==> src/rtl/bolme_denetleyici.sv <==
// Divide-unit controller: screens special cases, sequences an external multi-cycle divider.
// Optional last-result cache is enabled by defining BOLME_ONBELLEK_EN.
module bolme_denetleyici #(
    parameter int unsigned VERI_GENISLIK  = 32,
    parameter int unsigned YAZMAC_GENISLIK = 5
) (
    input  logic                       clk_i,
    input  logic                       rst_i,
    input  logic                       istek_gecerli_i,
    output logic                       istek_hazir_o,
    input  logic [1:0]                 islem_i,
    input  logic [VERI_GENISLIK-1:0]   bolunen_i,
    input  logic [VERI_GENISLIK-1:0]   bolen_i,
    input  logic [YAZMAC_GENISLIK-1:0] hedef_yazmac_i,
    input  logic                       temizle_i,
    output logic                       bb_basla_o,
    output logic [1:0]                 bb_islem_o,
    output logic [VERI_GENISLIK-1:0]   bb_bolunen_o,
    output logic [VERI_GENISLIK-1:0]   bb_bolen_o,
    input  logic [VERI_GENISLIK-1:0]   bb_sonuc_i,
    input  logic                       bb_bitti_i,
    output logic                       sonuc_gecerli_o,
    input  logic                       sonuc_hazir_i,
    output logic [VERI_GENISLIK-1:0]   sonuc_o,
    output logic [YAZMAC_GENISLIK-1:0] sonuc_yazmac_o
);

    localparam int unsigned W = VERI_GENISLIK;

    typedef enum logic [1:0] {BOS, HESAPLA, SONUC, IPTAL} durum_t;

    durum_t         durum, sonraki;
    logic           kabul;
    logic           bolen_sifir, tasma, isabet, ozel;
    logic [W-1:0]   ozel_sonuc;
    logic           tamamlandi;

`ifdef BOLME_ONBELLEK_EN
    logic           onb_gecerli;
    logic [1:0]     onb_islem;
    logic [W-1:0]   onb_bolunen, onb_bolen, onb_sonuc;
`endif

    assign kabul      = istek_gecerli_i & istek_hazir_o;
    assign tamamlandi = (durum == HESAPLA) & bb_bitti_i & ~temizle_i;

    // Requests answered without the divider: x/0, signed overflow, cache hit
    always_comb begin
        bolen_sifir = (bolen_i == '0);
        tasma       = islem_i[1] && (bolunen_i == {1'b1, {(W-1){1'b0}}}) && (bolen_i == '1);
`ifdef BOLME_ONBELLEK_EN
        isabet      = onb_gecerli && (onb_islem == islem_i) &&
                      (onb_bolunen == bolunen_i) && (onb_bolen == bolen_i);
`else
        isabet      = 1'b0;
`endif
        ozel        = bolen_sifir | tasma | isabet;
        ozel_sonuc  = '0;
        if (bolen_sifir)
            ozel_sonuc = islem_i[0] ? bolunen_i : '1;
        else if (tasma)
            ozel_sonuc = islem_i[0] ? '0 : bolunen_i;
`ifdef BOLME_ONBELLEK_EN
        else
            ozel_sonuc = onb_sonuc;
`endif
    end

    always_ff @(posedge clk_i or posedge rst_i) begin
        if (rst_i) durum <= BOS;
        else       durum <= sonraki;
    end

    // A divide in flight cannot be aborted, so a flush parks in IPTAL until it finishes
    always_comb begin
        sonraki = durum;
        case (durum)
            BOS:     if (kabul) sonraki = ozel ? SONUC : HESAPLA;
            HESAPLA: begin
                if (bb_bitti_i)     sonraki = temizle_i ? BOS : SONUC;
                else if (temizle_i) sonraki = IPTAL;
            end
            SONUC:   if (temizle_i || sonuc_hazir_i) sonraki = BOS;
            IPTAL:   if (bb_bitti_i) sonraki = BOS;
            default: sonraki = BOS;
        endcase
    end

    always_comb begin
        istek_hazir_o   = 1'b0;
        sonuc_gecerli_o = 1'b0;
        if (durum == BOS && !temizle_i && !rst_i) istek_hazir_o = 1'b1;
        if (durum == SONUC)                       sonuc_gecerli_o = 1'b1;
    end

    always_ff @(posedge clk_i or posedge rst_i) begin
        if (rst_i) begin
            bb_basla_o     <= 1'b0;
            bb_islem_o     <= '0;
            bb_bolunen_o   <= '0;
            bb_bolen_o     <= '0;
            sonuc_o        <= '0;
            sonuc_yazmac_o <= '0;
        end else begin
            bb_basla_o <= 1'b0;
            if (kabul) begin
                bb_islem_o     <= islem_i;
                bb_bolunen_o   <= bolunen_i;
                bb_bolen_o     <= bolen_i;
                sonuc_yazmac_o <= hedef_yazmac_i;
                if (ozel) sonuc_o    <= ozel_sonuc;
                else      bb_basla_o <= 1'b1;
            end
            if (tamamlandi) sonuc_o <= bb_sonuc_i;
        end
    end

`ifdef BOLME_ONBELLEK_EN
    // Remembers only results that actually came back from the divider
    always_ff @(posedge clk_i or posedge rst_i) begin
        if (rst_i) begin
            onb_gecerli <= 1'b0;
            onb_islem   <= '0;
            onb_bolunen <= '0;
            onb_bolen   <= '0;
            onb_sonuc   <= '0;
        end else if (tamamlandi) begin
            onb_gecerli <= 1'b1;
            onb_islem   <= bb_islem_o;
            onb_bolunen <= bb_bolunen_o;
            onb_bolen   <= bb_bolen_o;
            onb_sonuc   <= bb_sonuc_i;
        end
    end
`endif

endmodule
==> config.mk <==
export PLATFORM = sky130hd
export DESIGN_NAME = bolme_denetleyici
export DESIGN_NICKNAME = d
export VERILOG_FILES = /design/src/rtl/bolme_denetleyici.sv
export SDC_FILE = /design/constraint.sdc
export NUM_CORES = 1
export LEC_CHECK = 0
export BUFFER_PORTS_ARGS = -buffer_cell sky130_fd_sc_hd__buf_2
export CAP_MARGIN = 20
export CORE_MARGIN = 1
export CORE_UTILIZATION = 42
export DETAILED_ROUTE_END_ITERATION = 10
export GPL_TIMING_DRIVEN = 0
export PLACE_DENSITY = 0.76
export SYNTH_ARGS = -nofsm -noshare
export SYNTH_HDL_FRONTEND = slang
export SYNTH_SLANG_ARGS = --single-unit
==> constraint.sdc <==
create_clock -name clk_i -period 3.6 [get_ports clk_i]
set_clock_uncertainty 0.1 [all_clocks]
set_input_delay 0.9 -clock clk_i [delete_from_list [all_inputs] [get_ports clk_i]]
set_output_delay 0.9 -clock clk_i [all_outputs]
set_load 0.005 [all_outputs]
Word level (Yosys, flattened, before mapping)
Cells that the tools add are included.
Cells by class
  equal/unequal tests: 9
  multiplexer cells: 19
  bitwise logic cells: 5
  reductions and logical operators: 13
Operators with widths (count)
  two-way mux 32 bit: 7
  == test 32 bit, second input constant: 2
  zero test 32 bit: 1
  two-way mux 2 bit: 7
  case mux 2 bit (4 select lines): 1
  != test 2 bit, second input constant: 3
  == test 2 bit, second input constant: 2
  logical AND 1 bit: 4
  two-way mux 1 bit: 4
  AND reduction 4 bit: 1
  nonzero test 2 bit: 2
  bitwise AND 1 bit: 3
  != test 3 bit, second input constant: 1
  == test 2 x 1 -> 1 bit, second input constant: 1
  zero test 1 bit: 2
  zero test 2 bit: 1
  AND reduction 2 bit: 1
  logical OR 1 bit: 1
  inverter 1 bit: 1
  OR 1 bit: 1
Word-level totals
  flip-flop bits (word level): 106
  input port bits: 109
  logic and storage cells: 53

Longest topological paths before layout
Gate-level depths: netlist (run 1).
  depth after elaboration: 8
  gate-level depth with buffers: 8
  depth with buffers taken out: 6

Worst setup path before layout (run 1)
OpenSTA, ideal clock, no wires.
  kind: input -> register
  start point: input port bolunen_i[15]
  end point: register sonuc_o[12]
  data arrival time: 2.440 ns
  data required time: 3.374 ns
  setup slack: 0.934 ns
  stages on the path: 7
  cell sequence: nand4b_1 nor4_1 nand4_1 o41ai_4 a31oi_4 buf_6 a221o_1
On the way
  longest elaborated chain between the ends: 8
  elaborated cells on any way between the ends: 11
RTL lines
  start, declared: RTL line 12  | input logic [VERI_GENISLIK-1:0] bolunen_i,
  == test 32 bit *: RTL line 50  | tasma = islem_i[1] && (bolunen_i == {1'b1, {(W-1){1'b0}}}) && (bolen_i == '1);
  logical AND 1 bit * (2 in series): RTL line 50
  two-way mux 32 bit: RTL line 61  | else if (tasma)
  two-way mux 32 bit: RTL line 59  | if (bolen_sifir)
  two-way mux 32 bit: RTL line 111  | if (ozel) sonuc_o <= ozel_sonuc;
  two-way mux 32 bit: RTL line 106  | if (kabul) begin
  two-way mux 32 bit: RTL line 114  | if (tamamlandi) sonuc_o <= bb_sonuc_i;
  end signal, assigned: RTL line 111
  end signal, assigned: RTL line 114
  end, declared: RTL line 24  | output logic [VERI_GENISLIK-1:0] sonuc_o,
Every way passes the cells marked *; elsewhere a longest branch is shown, timed or not. The select of a mux whose other input is x is not followed.
A chain may end at the register's enable or synchronous reset.

Worst setup path in the final report (run 1)
  start point: input port bolunen_i[15]
  end point: register sonuc_o[10]
The elaborated chain is that of the path after synthesis.

==> qor.yml, run 1 <==
status:
  status: "finished, final reports clean"
setup_path:
  worstSetupPathType: "in -> reg"
  critPathBufInv: 2
  critPathTopFamily: "simple AND/OR/NAND/NOR gates"
  slowest_delay_ps: 660
  crit_slowest_cell: "nor4_1"
  crit_required_ps: 3750
  crit_path_end_kind: "flip-flop"
  r2r_slack_ps: 1210
  worstPathArrival_ps: 3320
  crit_fanout: 10
  worst_setup_path_start_kind: "input pin"
  path_cells: "buf_2, nand4b_1, nor4_1, nand4_1, o41ai_4, a31oi_4, buf_6, a221o_1"
clock_network:
  cts_tree: "done"
  clockRootBuffer: "clkbuf_8"
  post_cts_resize_count: 0
  htree_levels: 3
  clockBufferDepth: 2
  clk_latency_ps: 360
  numCtsBuffers: 9
  cts_sinks: 106
  hold_buffers: 0
  post_cts_buffers: 0
  path_clk_slew_ps: 90
job:
  maxCapViolations: 0
synth:
  ys_seq_elements: 106
  synth_adder_area_share_pct: 0.214
  synthSimpleGateAreaFrac_pct: 14.0
  synth_mux_area_share_pct: 16.8
  synth_edf_count: 0
  syn_nets: 463
  postSynthCellCount: 354
  synth_ff_type: "dfrtp_1"
  synth_compound_area_share_pct: 8.82
  synth_top_family_by_area: "multiplexers"
  ys_types: 31
  syn_area_per_cell_sq_um: 13.2
  synthXorXnorAreaFrac_pct: 0.187
  ys_seq_area_share_pct: 56.7
  synthArstFlopShare_pct: 100
  ys_warn_count: 0
  syn_area_sq_mm: 0.00468
global_routing:
  antenna_found_initial: 0
  first_global_vias: 3973
  grt_start_max_net_pins: 39
  grt_pass1_wl_um: 21100
  grt_overflow_total: 0
  grt_usage_pct: 24.2
timing:
  finalMaxSlewViolations: 0
  tightest_slew_ps: 830
  layout_setup_ws_ps: 426
  post-route-min-period_ps: 3170
  hold_viol_final: 0
  rsz0062_at_grt: "false"
  fmax_mhz: 315
  fin_setup_tns_ps: 0
  timing.hold.ws_ps: 410
  min_period_over_period_pct: 88.2
  setup_violations: 0
  max-slew-margin-rel_pct: 44.6
cells_and_area:
  drive_above_1_share_pct: 58.9
  fill_cells: 963
  synthToLayoutAreaGrowth_pct: 31.4
  final_area_sq_mm: 0.00615
  num-nets-final: 690
  final_util_pct: 56.7
  final_cell_mix: "215 x buf_2, 106 x dfrtp_1, 70 x mux2_2"
  mostFrequentLayoutCell: "buf_2"
  insertedDiodeCount: 0
detailed_routing:
  wl_per_cell_um: 18.8
  drt-initial-drc-count: 168
  dr_wl_met2_um: 6590
  drtAntennaViolNets: 0
  vias_per_cell: 5.29
  routed_wl_um: 13700
  dr_wl_met3_um: 1040
  first_pass_iters: 6
  drc: 0
  route.top_layer_used: "met4"
  vias: 3844
  m1WireLength_um: 5740
power:
  power_density_mw_per_mm2: 567
  irDropWorstVdd_uv: 289
  p_int_w: 0.00245
  clockPowerShare_pct: 19.8
  seqPwrFrac_pct: 50.7
  p_leak_nw: 3.06
  swShare_pct: 29.6
  netSwitchingPower_w: 0.00103
  p_comb_share_pct: 29.5
hold_path:
  min_path_type: "reg -> reg"
placed_design:
  portBuffers: 214
  dp_hpwl_um: 10700
  place_ws_ps: 120
  gp_congestion: 0.850
  placed_area_sq_mm: 0.00597
floorplan:
  start_util_pct: 43.2
  die_area_sq_mm: 0.0116
  dieHeight_um: 108
  die_x_um: 108
  io_pins: 215
  row_count: 38
  core_area_sq_mm: 0.0108
## power groups by stage
stage	combinational (W)	clock, W	sequential, W
after global placement	0.00101	0	0.00176
after CTS	0.00104	0.000706	0.00177
after global routing	0.00113	0.000759	0.00181
after detailed placement	0.00104	0	0.00179
final	0.00103	0.000691	0.00176
after floorplan	0.000435	0	0.00180
## cells by family (layout without fill, tap and decap cells)
group           count (synthesis)  after routing
flops                         106            106
simple gates                  109            109
compound gates                 37             37
mux                            70             70
xor+xnor                        1              1
buf+inv                        30            262
fa+ha+maj                       1              1
## flip-flops by register name (all words and copies together) (netlist names)
register and flops:
bb_bolen_o 32, bb_bolunen_o 32, sonuc_o 32, sonuc_yazmac_o 5, bb_islem_o 2, durum 2, bb_basla_o 1
## per-stage QoR
step                      instances  total power (W)
final                           726          0.00348
after CTS                       726          0.00351
after global routing            726          0.00370
after floorplan                 354          0.00224
after global placement          708          0.00277
after detailed placement        710          0.00283
## metal layers
metal	vias to the layer above	global-route usage, %
met5	-	0
met4	0	8.51
met2	180	40.6
met1	1891	30.8
li1	1751	-
met3	22	5.33
## final timing paths
kind,start,to,depth (start not counted)
setup / recovery,bolunen_i[15],sonuc_o[10],8
hold reg to reg,bb_bolunen_o[13],bb_bolunen_o[13],1
setup reg to reg,durum[0],bb_bolunen_o[3],5
hold / removal,bb_bolunen_o[13],bb_bolunen_o[13],1
min in group asynchronous,rst_i,sonuc_yazmac_o[3],2
max in group asynchronous,rst_i,bb_bolen_o[22],3
## cell usage after synthesis, types with 2 or more instances
| master | instances | area share [%] |
|---|---|---|
| dfrtp_1 | 106 | 57 |
| mux2_2 | 70 | 17 |
| or2_2 | 27 | 3.6 |
| a221o_1 | 26 | 5.6 |
| and2_1 | 26 | 3.5 |
| nor2_1 | 15 | 1.2 |
| nor4_1 | 15 | 2.0 |
| clkbuf_1 | 14 | 1.1 |
| inv_1 | 9 | 0.72 |
| nand4_1 | 9 | 1.2 |
| a221oi_2 | 5 | 1.6 |
| buf_6 | 4 | 0.96 |
| nand2_1 | 4 | 0.32 |
| nand4b_1 | 4 | 0.75 |
| buf_4 | 2 | 0.32 |
| nor2b_1 | 2 | 0.27 |
| nor3_1 | 2 | 0.21 |
## area by class of cell
| cell class | instances | area, sq um | share of cell area, % |
|---|---|---|---|
| Inverter | 9 | 37.5 | 0.610 |
| Clock buffer | 10 | 138 | 2.24 |
| Multi-Input combinational cell | 218 | 1880 | 30.5 |
| Tap cell | 140 | 175 | 2.85 |
| Sequential cell | 106 | 2650 | 43.1 |
| Clock inverter | 6 | 41.3 | 0.671 |
| Buffer | 21 | 118 | 1.91 |
| Timing Repair Buffer | 216 | 1110 | 18.1 |
(Power assumes the default switching activity.)
==> run 2, diff against run 1 <==
--- a/config.mk
+++ b/config.mk
@@ -7,8 +7,10 @@
 export LEC_CHECK = 0
 export BUFFER_PORTS_ARGS = -buffer_cell sky130_fd_sc_hd__buf_2
 export CAP_MARGIN = 20
+export CORE_ASPECT_RATIO = 0.9
 export CORE_MARGIN = 1
 export CORE_UTILIZATION = 42
+export CTS_CLUSTER_DIAMETER = 150
 export DETAILED_ROUTE_END_ITERATION = 10
 export GPL_TIMING_DRIVEN = 0
 export PLACE_DENSITY = 0.76
==> run 2 against run 1 <==
Against the previous run: register-to-register slack got worse by 30 ps; combinational power about the same; first-iteration DRC count grew 23%; sequential power is essentially flat; cell area increased by 2.4%; global-route usage about the same; clock power is 49% higher; power is 10% higher; largest power group unchanged.
==> qor.yml, run 2 (synthesis gave the netlist of run 1 again) <==
cells_and_area:
  insertedDiodeCount: 0
  final_area_sq_mm: 0.00630
  final_cell_mix: "215 x buf_2, 106 x dfrtp_1, 70 x mux2_2"
  synthToLayoutAreaGrowth_pct: 34.5
  mostFrequentLayoutCell: "buf_2"
  top_regs: "bb_bolen_o: 32 flops, bb_bolunen_o: 32 flops, sonuc_o: 32 flops"
  seqCellArea_sq_mm: 0.00265
  num-nets-final: 690
  drive_above_1_share_pct: 58.9
  multiInputGateArea_sq_mm: 0.00188
  fill_cells: 933
  final_util_pct: 58.0
power:
  swShare_pct: 28.2
  seqPwrFrac_pct: 46.0
  p_comb_share_pct: 27.2
  p_int_w: 0.00275
  netSwitchingPower_w: 0.00108
  clockPowerShare_pct: 26.8
  power_density_mw_per_mm2: 608
  p_leak_nw: 3.13
  irDropWorstVdd_uv: 310
hold_path:
  min_path_type: "reg -> reg"
clock_network:
  cts_sinks: 106
  path_clk_slew_ps: 70
  htree_levels: 3
  cts_tree: "done"
  hold_buffers: 0
  post_cts_buffers: 0
  clockBufferDepth: 2
  post_cts_resize_count: 0
  clockRootBuffer: "clkbuf_16"
  numCtsBuffers: 9
  clk_latency_ps: 340
detailed_routing:
  drt-initial-drc-count: 206
  drtAntennaViolNets: 0
  vias: 3868
  first_pass_iters: 4
  wl_per_cell_um: 18.5
  drc: 0
  routed_wl_um: 13700
  vias_per_cell: 5.24
setup_path:
  crit_fanout: 10
  worstPathArrival_ps: 3310
  r2r_cells: 5
  r2r_slack_ps: 1180
  crit_path_end_kind: "flip-flop"
  worstSetupPathType: "in -> reg"
  reg2reg_to: "bb_bolen_o[30]"
  crit_required_ps: 3740
  cp-startpoint: "bolunen_i[15]"
  worst_setup_path_start_kind: "input pin"
  timing.critical_path.to: "sonuc_o[10]"
  r2r-start: "durum[0]"
global_routing:
  first_global_vias: 3842
  grt_pass1_wl_um: 20800
  grt_overflow_total: 0
  grt_start_max_net_pins: 40
  grt_usage_pct: 24.3
  antenna_found_initial: 0
timing:
  hold_viol_final: 0
  min_period_over_period_pct: 88.2
  rsz0062_at_grt: "false"
  max-slew-margin-rel_pct: 51.9
  tightest_slew_ps: 720
  layout_setup_ws_ps: 425
  post-route-min-period_ps: 3180
  fmax_mhz: 315
  timing.hold.ws_ps: 382
  fin_setup_tns_ps: 0
  finalMaxSlewViolations: 0
  setup_violations: 0
placed_design:
  gp_congestion: 0.844
  portBuffers: 214
  dp_hpwl_um: 10600
  place_ws_ps: 157
  placed_area_sq_mm: 0.00599
status:
  status: "finished, final reports clean"
floorplan:
  row_count: 36
  die_x_um: 113
  dieHeight_um: 102
  core_area_sq_mm: 0.0109
  start_util_pct: 43.1
  die_area_sq_mm: 0.0116
  io_pins: 215
job:
  maxCapViolations: 0
-- run 2: changes by cell type in the layout (fill, tap and decap cells not counted), sizes merged --
cell / delta
inv: +2
bufinv: +1
clkinvlp: -3
-- run 2: metrics by stage --
stage          instances  total power (W)
3_3_place_gp         720          0.00277
3_5_place_dp         722          0.00283
4_1_cts              738          0.00387
6_report             738          0.00383
2_1_floorplan        354          0.00224
5_1_grt              738          0.00403
-- run 2: routing by layer --
| metal | up-vias | part of all wire (%) | GRT usage [%] |
|---|---|---|---|
| li1 | 1758 | - | - |
| met1 | 1923 | 43 | 30.3 |
| met2 | 174 | 49 | 40.9 |
| met3 | 13 | 6.3 | 7.59 |
| met4 | 0 | 1.6 | 7.19 |
| met5 | - | 0 | 0 |
-- run 2: worst max-delay path, cell delays in order --
cell,delay (ps)
buf_2,130
nand4b_1,170
nor4_1,640
nand4_1,300
o41ai_4,420
a31oi_4,190
buf_6,200
a221o_1,350
-- run 2: final cells by class --
cell class	instances	area share (%)
timing repair buffer	216	17.6
sequential	106	42.1
clock buffer	10	3.79
inverter	9	0.596
tap	152	3.02
buffer	21	1.87
clock inverter	6	1.15
multi-input combinational	218	29.8
-- run 2: power by group through the flow --
stage	registers (W)	clock network [W]	logic, W
detailed placement	0.00178	0	0.00105
finish	0.00176	0.00103	0.00104
floorplan	0.00180	0	0.000435
CTS	0.00176	0.00106	0.00106
global placement	0.00176	0	0.00101
global route	0.00180	0.00109	0.00114
-- run 2: how the worst min path moves through the flow --
stage	cells after the start	start	to
after floorplan	2	bb_bolunen_o[31]	bb_bolunen_o[31]
after global placement	2	bb_bolunen_o[31]	bb_bolunen_o[31]
after detailed placement	2	bb_bolunen_o[31]	bb_bolunen_o[31]
after CTS	2	bb_bolunen_o[31]	bb_bolunen_o[31]
after global routing	2	bb_bolunen_o[31]	bb_bolunen_o[31]
final	2	bb_bolunen_o[31]	bb_bolunen_o[31]
==> run 3, diff against run 2 <==
--- a/config.mk
+++ b/config.mk
@@ -10,9 +10,11 @@
 export CORE_ASPECT_RATIO = 0.9
 export CORE_MARGIN = 1
 export CORE_UTILIZATION = 42
+export CTS_BUF_LIST = sky130_fd_sc_hd__clkbuf_8 sky130_fd_sc_hd__clkbuf_16
 export CTS_CLUSTER_DIAMETER = 150
 export DETAILED_ROUTE_END_ITERATION = 10
 export GPL_TIMING_DRIVEN = 0
+export MAX_ROUTING_LAYER = met4
 export PLACE_DENSITY = 0.76
 export SYNTH_ARGS = -nofsm -noshare
 export SYNTH_HDL_FRONTEND = slang
==> run 3 against run 2 <==
Against the previous run: final cell count unchanged; power about the same; global-route usage increased by 0.79 points; wire length about the same; critical path depth unchanged; critical endpoint unchanged; largest cell class unchanged; largest power group unchanged; highest routed layer unchanged.
==> qor.yml, run 3 (synthesis gave the netlist of run 1 again) <==
clock_network:
  path_clk_slew_ps: 70
  numCtsBuffers: 9
  clockRootBuffer: "clkbuf_16"
  clk_latency_ps: 350
  post_cts_resize_count: 0
  cts_tree: "done"
  post_cts_buffers: 0
  clockBufferDepth: 2
  hold_buffers: 0
  htree_levels: 3
  cts_sinks: 106
global_routing:
  grt_usage_pct: 25.1
  grt_start_max_net_pins: 40
  antenna_found_initial: 0
  grt_overflow_total: 0
  first_global_vias: 3847
  grt_pass1_wl_um: 20800
setup_path:
  r2r_slack_ps: 1190
  worst_setup_path_start_kind: "input pin"
  reg2reg_to: "bb_bolen_o[30]"
  r2r_cells: 5
  crit_path_end_kind: "flip-flop"
  crit_required_ps: 3730
  worstSetupPathType: "in -> reg"
  worstPathArrival_ps: 3270
  r2r-start: "durum[0]"
  crit_fanout: 10
cells_and_area:
  final_area_sq_mm: 0.00630
  num-nets-final: 690
  mostFrequentLayoutCell: "buf_2"
  fill_cells: 933
  insertedDiodeCount: 0
  final_cell_mix: "215 x buf_2, 106 x dfrtp_1, 70 x mux2_2"
  top_regs: "bb_bolen_o: 32 flops, bb_bolunen_o: 32 flops, sonuc_o: 32 flops"
  drive_above_1_share_pct: 58.9
  synthToLayoutAreaGrowth_pct: 34.5
timing:
  rsz0062_at_grt: "false"
  min_period_over_period_pct: 87.1
  tightest_slew_ps: 715
  setup_violations: 0
  finalMaxSlewViolations: 0
  layout_setup_ws_ps: 463
  fin_setup_tns_ps: 0
  post-route-min-period_ps: 3140
  timing.hold.ws_ps: 382
  max-slew-margin-rel_pct: 52.2
  hold_viol_final: 0
  fmax_mhz: 319
detailed_routing:
  vias: 3882
  drt-initial-drc-count: 202
  wl_per_cell_um: 18.5
  first_pass_iters: 4
  drc: 0
  routed_wl_um: 13700
  vias_per_cell: 5.26
  drtAntennaViolNets: 0
placed_design:
  portBuffers: 214
  placed_area_sq_mm: 0.00599
  gp_congestion: 0.857
  dp_hpwl_um: 10600
  place_ws_ps: 157
floorplan:
  die_x_um: 113
  dieHeight_um: 102
  io_pins: 215
  start_util_pct: 43.1
  core_area_sq_mm: 0.0109
  row_count: 36
  die_area_sq_mm: 0.0116
hold_path:
  min_path_type: "reg -> reg"
  worstHoldStart: "bb_bolunen_o[31]"
  hold_end: "bb_bolunen_o[31]"
  whs_path_depth: 2
power:
  irDropWorstVdd_uv: 307
  power_density_mw_per_mm2: 608
  p_leak_nw: 3.13
status:
  status: "finished, final reports clean"
job:
  maxCapViolations: 0
[run 3: worst max-delay path by stage]
stage                  start  cells past startpoint           to  slack (ps)
2_1_floorplan  bolunen_i[15]                      7  sonuc_o[12]         930
3_3_place_gp   bolunen_i[15]                      8  sonuc_o[11]         160
3_5_place_dp   bolunen_i[15]                      8  sonuc_o[14]         160
4_1_cts        bolunen_i[15]                      8  sonuc_o[10]         420
5_1_grt        bolunen_i[15]                      8  sonuc_o[25]         420
6_report       bolunen_i[15]                      8  sonuc_o[10]         460
[run 3: final cells by class]
cell class / count / area (sq um) / area share [%]
Sequential cell: 106 / 2650 / 42.1
Multi-Input combinational cell: 218 / 1880 / 29.8
Timing Repair Buffer: 216 / 1110 / 17.6
Clock buffer: 10 / 239 / 3.79
Tap cell: 152 / 190 / 3.02
Buffer: 21 / 118 / 1.87
Clock inverter: 6 / 72.6 / 1.15
Inverter: 9 / 37.5 / 0.596
[run 3: where the power goes]
group / leakage [nW] / internal, W / total (W) / switching (W)
registers: 1.28 / 0.00157 / 0.00176 / 0.000195
logic: 1.70 / 0.000616 / 0.00104 / 0.000426
clock network: 0.155 / 0.000568 / 0.00102 / 0.000455
[run 3: routing by layer]
metal | global-route usage (%) | share of wire [%] | routed length (um)
met4 | 7.19 | 1.8 | 240
met2 | 40.9 | 49 | 6730
met1 | 30.6 | 43 | 5880
met5 | - | 0 | 0
met3 | 7.12 | 6.0 | 819
[run 3: worst max-delay path, stage by stage]
cell      delay [ps]
buf_2            130
nand4b_1         170
nor4_1           610
nand4_1          290
o41ai_4          420
a31oi_4          190
buf_6            200
a221o_1          350
[run 3: through the flow]
stage	utilization [%]	total power [W]	instances
CTS	58.0	0.00387	738
detailed placement	55.1	0.00283	722
floorplan	-	0.00224	354
global route	58.0	0.00403	738
finish	58.0	0.00383	738
global placement	54.8	0.00277	720
